<file path="src/rtl/am2940_pkg.sv">
// Shared definitions for blocks that drive the AM2940 DMA address generator:
// instruction codes, sequencer state encoding and default bus widths.
package am2940_pkg;

    localparam int AM2940_DATA_W = 8;
    localparam int AM2940_CTRL_W = 3;
    localparam int AM2940_TMO_W  = 4;

    localparam logic [2:0] AM_WR_CTRL = 3'b000;
    localparam logic [2:0] AM_RD_CTRL = 3'b001;
    localparam logic [2:0] AM_RD_WC   = 3'b010;
    localparam logic [2:0] AM_RD_AC   = 3'b011;
    localparam logic [2:0] AM_REINIT  = 3'b100;
    localparam logic [2:0] AM_LD_ADDR = 3'b101;
    localparam logic [2:0] AM_LD_WC   = 3'b110;
    localparam logic [2:0] AM_ENABLE  = 3'b111;

    typedef enum logic [2:0] {
        SEQ_IDLE,
        SEQ_WCTRL,
        SEQ_LADDR,
        SEQ_LWC,
        SEQ_REQ,
        SEQ_STEP,
        SEQ_CHECK
    } seq_state_t;

endpackage

</file>
<file path="src/rtl/dma_sequencer.sv">
// Control sequencer sitting in front of an AM2940. It programs the control
// word, start address and word count, then runs one req/ack memory beat
// followed by exactly one AM2940 count step per beat until Done, abort or
// an ack timeout. Every output comes straight from a flop.
module dma_sequencer
    import am2940_pkg::*;
#(
    parameter int DATA_W = AM2940_DATA_W,
    parameter int CTRL_W = AM2940_CTRL_W,
    parameter int TMO_W  = AM2940_TMO_W
) (
    input  logic              clk,
    input  logic              rst_n,
    input  logic              start,
    input  logic              abort,
    input  logic [CTRL_W-1:0] cfg_mode,
    input  logic [DATA_W-1:0] cfg_addr,
    input  logic [DATA_W-1:0] cfg_count,
    output logic [2:0]        am_instr,
    output logic [DATA_W-1:0] am_data,
    output logic              am_aci,
    output logic              am_wci,
    input  logic              am_done,
    output logic              mem_req,
    input  logic              mem_ack,
    output logic              busy,
    output logic              done_pulse,
    output logic              err
);

    localparam logic [TMO_W-1:0] TMO_ONE = {{(TMO_W-1){1'b0}}, 1'b1};

    seq_state_t        state_q, state_d;
    logic [CTRL_W-1:0] mode_q, mode_d;
    logic [DATA_W-1:0] addr_q, addr_d;
    logic [DATA_W-1:0] count_q, count_d;
    logic [TMO_W-1:0]  tmo_q, tmo_d;
    logic [TMO_W-1:0]  tmoInc;
    logic              err_q, err_d;
    logic              done_pulse_q, done_pulse_d;
    logic [2:0]        am_instr_q, am_instr_d;
    logic [DATA_W-1:0] am_data_q, am_data_d;
    logic              am_aci_q, am_aci_d;
    logic              am_wci_q, am_wci_d;
    logic              mem_req_q, mem_req_d;
    logic              busy_q, busy_d;

    assign tmoInc = tmo_q + TMO_ONE;

    // Next-state, captured config, timeout counter and the output values
    // that belong to the state being entered (so outputs can be registered).
    always_comb begin
        state_d      = state_q;
        mode_d       = mode_q;
        addr_d       = addr_q;
        count_d      = count_q;
        tmo_d        = tmo_q;
        err_d        = err_q;
        done_pulse_d = 1'b0;
        am_instr_d   = AM_RD_AC;
        am_data_d    = '0;
        am_aci_d     = 1'b1;
        am_wci_d     = 1'b1;
        mem_req_d    = 1'b0;
        busy_d       = 1'b0;

        case (state_q)
            SEQ_IDLE: begin
                if (start) begin
                    mode_d  = cfg_mode;
                    addr_d  = cfg_addr;
                    count_d = cfg_count;
                    err_d   = 1'b0;
                    state_d = SEQ_WCTRL;
                end
            end
            SEQ_WCTRL: state_d = SEQ_LADDR;
            SEQ_LADDR: state_d = SEQ_LWC;
            SEQ_LWC: begin
                tmo_d   = '0;
                state_d = SEQ_REQ;
            end
            SEQ_REQ: begin
                if (mem_ack) begin
                    state_d = SEQ_STEP;
                end else if (&tmoInc) begin
                    tmo_d   = tmoInc;
                    err_d   = 1'b1;
                    state_d = SEQ_IDLE;
                end else begin
                    tmo_d = tmoInc;
                end
            end
            SEQ_STEP: state_d = SEQ_CHECK;
            SEQ_CHECK: begin
                if (am_done) begin
                    done_pulse_d = 1'b1;
                    state_d      = SEQ_IDLE;
                end else begin
                    tmo_d   = '0;
                    state_d = SEQ_REQ;
                end
            end
            default: state_d = SEQ_IDLE;
        endcase

        // Abort overrides everything except a start that is seen in IDLE.
        if (abort && (state_q != SEQ_IDLE)) begin
            state_d      = SEQ_IDLE;
            done_pulse_d = 1'b0;
            err_d        = err_q;
            tmo_d        = tmo_q;
        end

        case (state_d)
            SEQ_WCTRL: begin
                am_instr_d = AM_WR_CTRL;
                am_data_d  = {{(DATA_W-CTRL_W){1'b0}}, mode_d};
            end
            SEQ_LADDR: begin
                am_instr_d = AM_LD_ADDR;
                am_data_d  = addr_d;
            end
            SEQ_LWC: begin
                am_instr_d = AM_LD_WC;
                am_data_d  = count_d;
            end
            SEQ_REQ: begin
                am_instr_d = AM_ENABLE;
                mem_req_d  = 1'b1;
            end
            SEQ_STEP: begin
                am_instr_d = AM_ENABLE;
                am_aci_d   = 1'b0;
                am_wci_d   = 1'b0;
            end
            SEQ_CHECK: am_instr_d = AM_ENABLE;
            default:   am_instr_d = AM_RD_AC;
        endcase

        busy_d = (state_d != SEQ_IDLE);
    end

    // State, config and output registers; reset forces the idle values at once.
    always_ff @(posedge clk or negedge rst_n) begin
        if (!rst_n) begin
            state_q      <= SEQ_IDLE;
            mode_q       <= '0;
            addr_q       <= '0;
            count_q      <= '0;
            tmo_q        <= '0;
            err_q        <= 1'b0;
            done_pulse_q <= 1'b0;
            am_instr_q   <= AM_RD_AC;
            am_data_q    <= '0;
            am_aci_q     <= 1'b1;
            am_wci_q     <= 1'b1;
            mem_req_q    <= 1'b0;
            busy_q       <= 1'b0;
        end else begin
            state_q      <= state_d;
            mode_q       <= mode_d;
            addr_q       <= addr_d;
            count_q      <= count_d;
            tmo_q        <= tmo_d;
            err_q        <= err_d;
            done_pulse_q <= done_pulse_d;
            am_instr_q   <= am_instr_d;
            am_data_q    <= am_data_d;
            am_aci_q     <= am_aci_d;
            am_wci_q     <= am_wci_d;
            mem_req_q    <= mem_req_d;
            busy_q       <= busy_d;
        end
    end

    assign am_instr   = am_instr_q;
    assign am_data    = am_data_q;
    assign am_aci     = am_aci_q;
    assign am_wci     = am_wci_q;
    assign mem_req    = mem_req_q;
    assign busy       = busy_q;
    assign done_pulse = done_pulse_q;
    assign err        = err_q;

endmodule

</file>
<file path="config.mk">
export PLATFORM = sky130hd
export DESIGN_NAME = dma_sequencer
export DESIGN_NICKNAME = d
export VERILOG_FILES = /design/src/rtl/am2940_pkg.sv /design/src/rtl/dma_sequencer.sv
export SDC_FILE = /design/constraint.sdc
export NUM_CORES = 1
export LEC_CHECK = 0
export CAP_MARGIN = 20
export CORE_ASPECT_RATIO = 1.75
export CORE_MARGIN = 1.5
export CORE_UTILIZATION = 40
export DETAILED_ROUTE_END_ITERATION = 8
export PLACE_DENSITY = 0.7
export REMOVE_ABC_BUFFERS = 1
export SETUP_SLACK_MARGIN = 0.1
export SLEW_MARGIN = 0
export SYNTH_ARGS = -nofsm -noshare
export SYNTH_HDL_FRONTEND = slang
export SYNTH_SLANG_ARGS = --single-unit
</file>
<file path="constraint.sdc">
create_clock -name clk -period 2.31 [get_ports clk]
set_input_delay 0.462 -clock clk [delete_from_list [all_inputs] [get_ports clk]]
set_output_delay 0.462 -clock clk [all_outputs]
set_load 0.005 [all_outputs]
</file>
==> flow_summary_export.csv <==
group,metric,value,unit
yosys,yosys-top-cells-count,"36 x dfrtp_1, 15 x mux2_2, 15 x nand2_1",
floorplanning,fp.coreArea,4400,µm²
floorplanning,die_h,92.3,µm
placement,pre_cts_ws,22.3,ps
sta,slew_headroom,44.4,%
setup_path,crit_path_end_kind,"register",
route,ant_nets,0,
sta,fin_crit_sh,85.7,%
clocking,clock-sinks,39,
sta,hold_viol,0,
clocking,htree_levels,2,
sta,fmax,505,MHz
route,via_per_inst,5.27,
clocking,cts-root-buf,"clkbuf_8",
yosys,synth-edff-count,0,
yosys,synthesis.instances,143,
floorplanning,placementRows,32,
placement,gp_congestion,0.780,
floorplanning,io_pins,42,
floorplanning,die_w,54.0,µm
clocking,clkTransAtPathRegs,70,ps
finish,final_cell_area,2430,µm²
yosys,yosysMostFrequentCell,"dfrtp_1",
yosys,yosys_warnings,0,
global_routing,grt_max_degree,40,
sta,period_needed,1980,ps
route,vias,1285,
run,cap_violations,0,
finish,n_antenna_cell,0,
setup_path,r2r_slack,340,ps
setup_path,r2r-end,"am_data[2]$_DFF_PN0_",
floorplanning,die-area,4990,µm²
power,ir_drop,0.659,mV
yosys,yosysSeqAreaShare,53.7,%
yosys,synth.avg_cell_area,12.7,µm²
power,p_total,0.00283,W
setup_path,cp_slowest_stage_delay,520,ps
clocking,clkLatencyLatePin,290,ps
route,wirelength,3860,µm
worst_hold_path,hold_path_class,"in -> async",
global_routing,grt_use_total,17.6,%
yosys,async_flop_share,100,%
setup_path,cp.arrival,2150,ps
finish,fin_nets,219,
clocking,cts-buffers-inserted,5,
setup_path,slowest_stage,"clkdlybuf4s50_1",
yosys,synth_ff_type,"dfrtp_1",
yosys,synth_top_area_share,49.4,%
clocking,cts_hold_buffers,0,
setup_path,critPathKind,"in -> reg",
sta,clock_skew,10.2,ps
setup_path,r2r_cells,5,
floorplanning,start_util,41.4,%
setup_path,cp_cell_sequence,"clkdlybuf4s50_1 -> nor4b_4 -> buf_4 -> mux2_4 -> nor4b_2 -> a221o_1",
route,drc,0,
route,drt-initial-drc-count,21,
yosys,yosysUniqueCellTypes,46,
global_routing,antenna_found_initial,0,
finish,syn_to_final_growth,33.3,%
placement,dpl.hpwl,2940,µm
clocking,postCtsSetupBuffers,0,
setup_path,critPathMaxFanout,7,
yosys,synth-seq-cells,39,
clocking,cts_buffer_depth,2,
sta,setup_slack,330,ps
sta,worstMarginPinSlew,835,ps
sta,drv_slew,0,
placement,port_buffers,41,
setup_path,cp.required,2480,ps
sta,tns,0,ps
sta,rsz0062_at_grt,"no",
route,wire_per_inst,15.8,µm
setup_path,crit_start,"start",
yosys,yosysTopAreaCell,"dfrtp_1",
global_routing,grt_overflow,0,
global_routing,grt_pass1_vias,1368,
clocking,tritoncts,"yes",
route,dr.pass1.iters,4,
setup_path,crit_end,"am_data[2]$_DFF_PN0_",
sta,timing.hold.ws,263,ps
placement,place_area,2310,µm²
power,p_leak,1.06,nW
yosys,syn-cell-area,1820,µm²
finish,final_layout_size_suffix_gt1_share,25.4,%
setup_path,cp-start-kind,"primary input",
status,status,"completed",
sta,setup_violations,0,
power,power.density,1170,nW/µm²
clocking,cts_resized,0,
yosys,synth.area.top_cells,"dfrtp_1 49%, mux2_2 9.3%, dfstp_2 4.3%, nand2_1 3.1%, nand4b_1 2.9%",
global_routing,grt_pass1_wl,6310,µm
setup_path,worstReg2RegStart,"state_q[2]$_DFF_PN0_",
==> worst min-delay path by stage <==
stage          slack [ps]                 from  depth (start not counted)                   end
2_1_floorplan         170                rst_n                          0   addr_q[0]$_DFF_PN0_
3_3_place_gp          450  addr_q[6]$_DFF_PN0_                          2  am_data[6]$_DFF_PN0_
3_5_place_dp          460  addr_q[3]$_DFF_PN0_                          2  am_data[3]$_DFF_PN0_
4_1_cts               300                rst_n                          1  count_q[4]$_DFF_PN0_
5_1_grt               330                rst_n                          1     mem_req$_DFF_PN0_
6_report              260                rst_n                          1     mem_req$_DFF_PN0_
==> critical path, delay by kind of cell <==
family | cells | cell delay [ps]
buffers and inverters | 2 | 730
multiplexers | 1 | 310
AND/OR/NAND/NOR | 2 | 380
AO/OA/AOI/OAI | 1 | 270
==> where the power goes <==
| group | leakage (nW) | internal, W | switching (W) |
|---|---|---|---|
| registers | 0.484 | 0.000975 | 0.000200 |
| logic | 0.516 | 0.000617 | 0.000445 |
| clock network | 0.0618 | 0.000355 | 0.000241 |
| total | 1.06 | 0.00195 | 0.000887 |
==> kinds of logic after synthesis <==
logic type / count (synthesis) / synth area share (%)
and+or+nand+nor: 51 / 18.1
DFF: 39 / 53.7
muxes: 21 / 13.2
AOI/OAI and AO/OA: 17 / 9.06
buffers and inverters: 12 / 3.64
adders and majority gates: 2 / 1.37
xor gates and xnor gates: 1 / 0.892
==> metal layers <==
layer  up-vias  part of all wire, %  global-route usage (%)
met5         -                    0                       0
met4         0                  1.3                    6.88
li1        614                    -                       -
met3         5                  3.4                    4.03
met2        25                   56                    30.2
met1       641                   39                    20.2
==> metrics by stage <==
step / std cells / util, %
6_report: 244 / 55.2
5_1_grt: 244 / 55.2
4_1_cts: 244 / 55.2
3_5_place_dp: 236 / 52.4
3_3_place_gp: 236 / 52.4
2_1_floorplan: 135 / -
==> area by class of cell <==
type / instances / area, µm²
fillers: 394 / 1970
flip-flops and latches: 39 / 980
multi-input cells: 92 / 777
repair buffers: 50 / 473
clock buffers: 6 / 82.6
well taps: 51 / 63.8
clock inverters: 2 / 38.8
inverters: 4 / 15.0
==> state kept, by name, summed over array words and instances, names as in the netlist, 3 cells and up <==
register	cells
addr_q	8
am_data	8
count_q	8
tmo_q	4
am_instr	3
state_q	3
==> placed cells by master, fill, tap and decap left out, types with 2 or more instances in the layout <==
cell type        instances
mux2_4                   2
nand2_1                 15
inv_1                    4
clkdlybuf4s50_1         40
mux2i_1                  3
mux2_2                  15
nand2b_1                 2
nor2_1                   6
ha_1                     2
clkbuf_8                 6
dfstp_2                  3
dfrtp_1                 36
nor3_1                   3
nor2b_1                  2
a221o_1                  2
nor4b_2                  2
o21ai_0                  3
buf_4                    9
nand3_1                  4
nand4b_1                 6
No activity file was read; power rests on OpenSTA's default activity.
